[src/rtl/mcu_ram_arb_pkg.sv]
// mcu_ram_arb_pkg
// Shared types and defaults for the two-master RAM arbiter.
//   owner_e : last-granted requester (NONE / A / B)
//   AW_DEF  : default word-address width of the shared RAM
//   DW_DEF  : default data width of the shared RAM
package mcu_ram_arb_pkg;

  localparam int AW_DEF = 11;
  localparam int DW_DEF = 16;

  typedef enum logic [1:0] {
    OWN_NONE = 2'd0,
    OWN_A    = 2'd1,
    OWN_B    = 2'd2
  } owner_e;

endpackage : mcu_ram_arb_pkg

[src/rtl/mcu_ram_rr_pick.sv]
// mcu_ram_rr_pick
// Combinational grant decision for two requesters sharing one RAM port.
// Ports:
//   a_req, b_req   : requests from A (CPU) and B (DMA/loader)
//   a_lock, b_lock : owner asks to keep the port for back-to-back accesses
//   owner          : last-granted requester
//   burst_cnt      : consecutive grants to the owner while the other waits
//   pick_a, pick_b : one-hot (or zero) grant decision
module mcu_ram_rr_pick
  import mcu_ram_arb_pkg::*;
#(
  parameter int MAX_BURST = 8
) (
  input  logic       a_req,
  input  logic       b_req,
  input  logic       a_lock,
  input  logic       b_lock,
  input  owner_e     owner,
  input  logic [7:0] burst_cnt,
  output logic       pick_a,
  output logic       pick_b
);

  localparam logic [7:0] MAX_BURST_C = 8'(MAX_BURST);

  logic below_max_s;
  logic hold_s;

  assign below_max_s = (burst_cnt < MAX_BURST_C);

  // The owner keeps the port under contention only while it locks and its
  // burst budget is not used up; otherwise the non-owner gets its turn.
  always_comb begin
    pick_a = 1'b0;
    pick_b = 1'b0;
    hold_s = 1'b0;
    case ({a_req, b_req})
      2'b10: pick_a = 1'b1;
      2'b01: pick_b = 1'b1;
      2'b11: begin
        case (owner)
          OWN_A: begin
            hold_s = a_lock & below_max_s;
            if (hold_s) pick_a = 1'b1;
            else        pick_b = 1'b1;
          end
          OWN_B: begin
            hold_s = b_lock & below_max_s;
            if (hold_s) pick_b = 1'b1;
            else        pick_a = 1'b1;
          end
          default: pick_a = 1'b1;
        endcase
      end
      default: begin
        pick_a = 1'b0;
        pick_b = 1'b0;
      end
    endcase
  end

endmodule : mcu_ram_rr_pick

[src/rtl/mcu_ram_arb.sv]
// mcu_ram_arb
// Arbitrates a single-port RAM (bypass read, data one cycle after issue)
// between requester A (CPU) and requester B (DMA/loader).
// Ports:
//   clk, reset_n              : clock, asynchronous active-low reset
//   {a,b}_req/we/addr/wdata   : request, write enable, word address, write data
//   {a,b}_lock                : keep ownership for back-to-back accesses
//   {a,b}_gnt                 : combinational grant, access taken this edge
//   {a,b}_rvalid/rdata        : read response one cycle after a granted read
//   ram_ce/oce/wre/reset      : RAM controls
//   ram_ad, ram_din, ram_dout : RAM address, write data, read data
module mcu_ram_arb
  import mcu_ram_arb_pkg::*;
#(
  parameter int AW        = AW_DEF,
  parameter int DW        = DW_DEF,
  parameter int MAX_BURST = 8
) (
  input  logic          clk,
  input  logic          reset_n,
  input  logic          a_req,
  input  logic          a_we,
  input  logic [AW-1:0] a_addr,
  input  logic [DW-1:0] a_wdata,
  input  logic          a_lock,
  input  logic          b_req,
  input  logic          b_we,
  input  logic [AW-1:0] b_addr,
  input  logic [DW-1:0] b_wdata,
  input  logic          b_lock,
  output logic          a_gnt,
  output logic          b_gnt,
  output logic          a_rvalid,
  output logic [DW-1:0] a_rdata,
  output logic          b_rvalid,
  output logic [DW-1:0] b_rdata,
  output logic          ram_ce,
  output logic          ram_oce,
  output logic          ram_wre,
  output logic          ram_reset,
  output logic [AW-1:0] ram_ad,
  output logic [DW-1:0] ram_din,
  input  logic [DW-1:0] ram_dout
);

  owner_e     owner_r,   owner_nxt_s;
  logic [7:0] burst_r,   burst_nxt_s;
  logic       tag_vld_r, tag_b_r;
  logic       pick_a_s,  pick_b_s;
  logic       a_gnt_s,   b_gnt_s;

  mcu_ram_rr_pick #(
    .MAX_BURST (MAX_BURST)
  ) u_pick (
    .a_req     (a_req),
    .b_req     (b_req),
    .a_lock    (a_lock),
    .b_lock    (b_lock),
    .owner     (owner_r),
    .burst_cnt (burst_r),
    .pick_a    (pick_a_s),
    .pick_b    (pick_b_s)
  );

  // Grants stay combinational but are held off while reset is asserted.
  assign a_gnt_s = pick_a_s & reset_n;
  assign b_gnt_s = pick_b_s & reset_n;
  assign a_gnt   = a_gnt_s;
  assign b_gnt   = b_gnt_s;

  // RAM port mux from the granted requester; all zero when idle.
  always_comb begin
    ram_ce  = 1'b0;
    ram_wre = 1'b0;
    ram_ad  = '0;
    ram_din = '0;
    if (a_gnt_s) begin
      ram_ce  = 1'b1;
      ram_wre = a_we;
      ram_ad  = a_addr;
      ram_din = a_wdata;
    end else if (b_gnt_s) begin
      ram_ce  = 1'b1;
      ram_wre = b_we;
      ram_ad  = b_addr;
      ram_din = b_wdata;
    end else begin
      ram_ce  = 1'b0;
    end
  end

  assign ram_oce   = 1'b1;
  assign ram_reset = 1'b0;

  // Next owner and burst count: count only grants made under contention,
  // restart at 1 when ownership changes, saturate at 8'hFF.
  always_comb begin
    owner_nxt_s = owner_r;
    burst_nxt_s = burst_r;
    if (a_gnt_s) begin
      owner_nxt_s = OWN_A;
      if (!b_req)                   burst_nxt_s = 8'd0;
      else if (owner_r != OWN_A)    burst_nxt_s = 8'd1;
      else if (burst_r != 8'hFF)    burst_nxt_s = burst_r + 8'd1;
      else                          burst_nxt_s = burst_r;
    end else if (b_gnt_s) begin
      owner_nxt_s = OWN_B;
      if (!a_req)                   burst_nxt_s = 8'd0;
      else if (owner_r != OWN_B)    burst_nxt_s = 8'd1;
      else if (burst_r != 8'hFF)    burst_nxt_s = burst_r + 8'd1;
      else                          burst_nxt_s = burst_r;
    end else begin
      // No grant means nobody contends for the port.
      burst_nxt_s = 8'd0;
    end
  end

  // Owner and burst counter registers.
  always_ff @(posedge clk or negedge reset_n) begin
    if (!reset_n) begin
      owner_r <= OWN_NONE;
      burst_r <= 8'd0;
    end else begin
      owner_r <= owner_nxt_s;
      burst_r <= burst_nxt_s;
    end
  end

  // Single read tag: the RAM returns data one cycle after issue, so one
  // in-flight read is all that can exist and a new grant overwrites it.
  always_ff @(posedge clk or negedge reset_n) begin
    if (!reset_n) begin
      tag_vld_r <= 1'b0;
      tag_b_r   <= 1'b0;
    end else begin
      tag_vld_r <= (a_gnt_s & ~a_we) | (b_gnt_s & ~b_we);
      tag_b_r   <= b_gnt_s;
    end
  end

  assign a_rvalid = tag_vld_r & ~tag_b_r;
  assign b_rvalid = tag_vld_r &  tag_b_r;
  assign a_rdata  = a_rvalid ? ram_dout : '0;
  assign b_rdata  = b_rvalid ? ram_dout : '0;

endmodule : mcu_ram_arb

[config.mk]
export PLATFORM = sky130hd
export DESIGN_NAME = mcu_ram_arb
export DESIGN_NICKNAME = d
export VERILOG_FILES = /design/src/rtl/mcu_ram_arb_pkg.sv /design/src/rtl/mcu_ram_rr_pick.sv /design/src/rtl/mcu_ram_arb.sv
export SDC_FILE = /design/constraint.sdc
export NUM_CORES = 1
export LEC_CHECK = 0
export ABC_AREA = 1
export BUFFER_PORTS_ARGS = -buffer_cell sky130_fd_sc_hd__buf_2
export CELL_PAD_IN_SITES_DETAIL_PLACEMENT = 0
export CELL_PAD_IN_SITES_GLOBAL_PLACEMENT = 2
export CORE_AREA = 4 4 99 101
export CTS_BUF_LIST = sky130_fd_sc_hd__clkbuf_8
export CTS_CLUSTER_SIZE = 12
export DETAILED_ROUTE_END_ITERATION = 8
export DIE_AREA = 0 0 103 105
export MAX_ROUTING_LAYER = met4
export PLACE_DENSITY = 0.9
export SKIP_CTS_REPAIR_TIMING = 1
export SYNTH_ARGS = -nofsm -noshare
export SYNTH_HDL_FRONTEND = slang
export SYNTH_HIERARCHICAL = 1
export SYNTH_SLANG_ARGS = --single-unit
[constraint.sdc]
create_clock -name clk -period 3.51 [get_ports clk]
set_input_delay 0.1755 -clock clk [delete_from_list [all_inputs] [get_ports clk]]
set_output_delay 0.1755 -clock clk [all_outputs]
set_load 0.01 [all_outputs]
==> flow_summary.json <==
{
  "coreArea_sq_um": 9020,
  "detail-route-antenna-nets": 0,
  "antenna_found_initial": 0,
  "irDropWorstVdd_mv": 0.0786,
  "ys_seq_elements": 12,
  "synth.most_common_cell": "nand2_1",
  "drt-total-wl_mm": 5.11,
  "setup_viol": 0,
  "portBuffers": 142,
  "io_pins": 145,
  "syn_inst": 262,
  "rows": 35,
  "p_switching_uw": 266,
  "drc": 0,
  "synthTopCellsByArea": "nand2_1 23%, dfrtp_1 22%, nor2_1 13%, o21ai_0 9.7%, inv_1 9.1%",
  "grt_use_total_pct": 8.53,
  "synthFlopType": "dfrtp_1",
  "path_class": "flip-flop to output port",
  "netlist_area_sq_um": 1400,
  "crit_path_max_fanout": 27,
  "dr.pass1.iters": 4,
  "dpl.hpwl_mm": 4.25,
  "initialDrtViolationCount": 43,
  "grt_max_degree": 31,
  "status": "completed",
  "clock_skew_ns": 0.00590,
  "yosysTopAreaCell": "nand2_1",
  "diodes": 0,
  "yosys_warnings": 6,
  "swShare_pct": 42.8,
  "gp_congestion": 0.804,
  "numCtsBuffers": 3,
  "max-slew-margin-rel_pct": 51.6,
  "fin_nets": 480,
  "initial_utilization_pct": 15.5,
  "synth_edf_count": 0,
  "slew_viol_final": 0,
  "ys_seq_area_share_pct": 21.5,
  "area_growth_pct": 60.1,
  "synth_top_area_share_pct": 23.1,
  "multi_input_area_sq_um": 885,
  "grt_pass1_vias": 1738,
  "min_period_ns": 2.55,
  "final_layout_size_suffix_gt1_share_pct": 40.1,
  "vias": 2034,
  "seqCellArea_sq_um": 300,
  "worstSkewPairLatency_ns": 0.24,
  "syn_nets": 343,
  "p_seq_share_pct": 26.5,
  "start_kind": "flip-flop",
  "cts_root_buf": "clkbuf_8",
  "finalSetupTns_ns": 0,
  "clock_path_buffers": 2,
  "grt_overflow": 0,
  "rsz0062_at_grt": "false",
  "avgSynthCellArea_sq_um": 5.33,
  "arrival_ns": 2.37,
  "grt_pass1_wl_mm": 7.48,
  "intPower_uw": 355,
  "clockPowerShare_pct": 19.8,
  "comb_power_share_pct": 53.7,
  "setup_slack_ns": 0.963,
  "critPathCaptureType": "output port",
  "worst_slew_pin_slew_ns": 0.722,
  "async_flop_share_pct": 100,
  "power.leakage_uw": 0.00140,
  "required_ns": 3.33,
  "place_ws_ns": 1.20,
  "path_clk_slew_ns": 0.05,
  "timing.fmax_mhz": 393,
  "wl_per_cell_um": 10.1,
  "period_share_pct": 72.6,
  "hold_viol_final": 0,
  "synth.distinct_cells": 25,
  "die_w_um": 103,
  "synth_common_cells": "86 x nand2_1, 49 x nor2_1, 34 x inv_1",
  "die_y_um": 105,
  "fillers": 1040,
  "cts_tree": "done",
  "worstHoldPathType": "primary input to flip-flop",
  "h-tree-depth": 1,
  "via_per_inst": 4.00,
  "clock_sinks": 12,
  "cap_violations": 0,
  "fp.dieArea_sq_um": 10800,
  "power_density_nw_per_um2": 278
}
flip-flops by register name, indices dropped and copies added, names as in the netlist:
signal	cells
burst_r	8
owner_r	2
tag_b_r	1
tag_vld_r	1
power groups by stage:
stage,logic [uW],registers [uW],clock network (uW)
final,334,165,123
after global routing,379,167,133
after detailed placement,338,168,0
after floorplan,205,163,0
after global placement,336,167,0
after CTS,339,165,128
routing by layer:
metal / share of wire, % / track usage (%)
met5: 0 / -
met4: 0.78 / 2.22
met3: 12 / 0.868
met2: 47 / 14.6
met1: 41 / 10.6
logic make-up (layout without fill, tap and decap cells):
kind of cell	count (synthesis)	count (layout)	share of synthesized area, %
DFF	12	12	21.5
buffers and inverters	50	185	15.1
and+or+nand+nor	157	157	45.4
other	2	2	0.538
adders and majority gates	3	3	2.69
AOI/OAI and AO/OA	38	38	14.7
area by class of cell:
type / instances / area share [%]
Multi-Input combinational cell: 200 / 39.6
Timing Repair Buffer: 144 / 32.6
Sequential cell: 12 / 13.4
Inverter: 38 / 6.38
Tap cell: 111 / 6.21
Clock buffer: 3 / 1.85
critical path, cell delays in order, from the launching register on:
cell,delay (ns)
dfrtp_1,0.43
nor2_2,0.16
nand2_2,0.08
nor2_4,0.09
nand3_1,0.07
nand3_1,0.07
nand2_1,0.05
inv_1,0.11
clkinv_1,0.59
nand2_1,0.22
o21ai_0,0.09
buf_2,0.17
layout by cell type, fill, tap and decap left out, drive strengths merged:
cell type / Yosys / final
dfrtp: 12 / 12
a21oi: 1 / 1
nor2: 53 / 53
conb: 2 / 2
inv: 37 / 37
nand2: 89 / 89
clkbuf: 4 / 3
nand4: 1 / 1
o21ai: 34 / 34
clkinv: 1 / 1
dlygate4sd3: 0 / 1
or2: 2 / 2
nor3: 2 / 2
buf: 8 / 143
o22ai: 1 / 1
ha: 3 / 3
nand3: 10 / 10
a31oi: 2 / 2
final timing paths:
path,slack (ns),from,end,cells after the start
max,0.96,burst_r[7]$_DFF_PN0_,ram_ad[10],11
min,0.15,b_we,tag_vld_r$_DFF_PN0_,2
max reg2reg,1.29,burst_r[7]$_DFF_PN0_,burst_r[7]$_DFF_PN0_,13
min reg2reg,0.53,burst_r[2]$_DFF_PN0_,burst_r[2]$_DFF_PN0_,2
max in group asynchronous,2.88,reset_n,owner_r[1]$_DFFE_PN0P_,2
min in group asynchronous,0.38,reset_n,burst_r[6]$_DFF_PN0_,2
through the flow:
stage               std cells  instance area [sq um]  total power (uW)  hold slack [ns]  utilization (%)
floorplan                 262                   1400               368           -0.120                -
global placement          504                   2180               504           0.0928             24.2
detailed placement        504                   2180               505           0.0913             24.2
CTS                       507                   2230               632           -0.165             24.7
global route              508                   2240               679            0.161             24.8
finish                    508                   2240               622            0.151             24.8
Power figures use the tool's default switching activity.
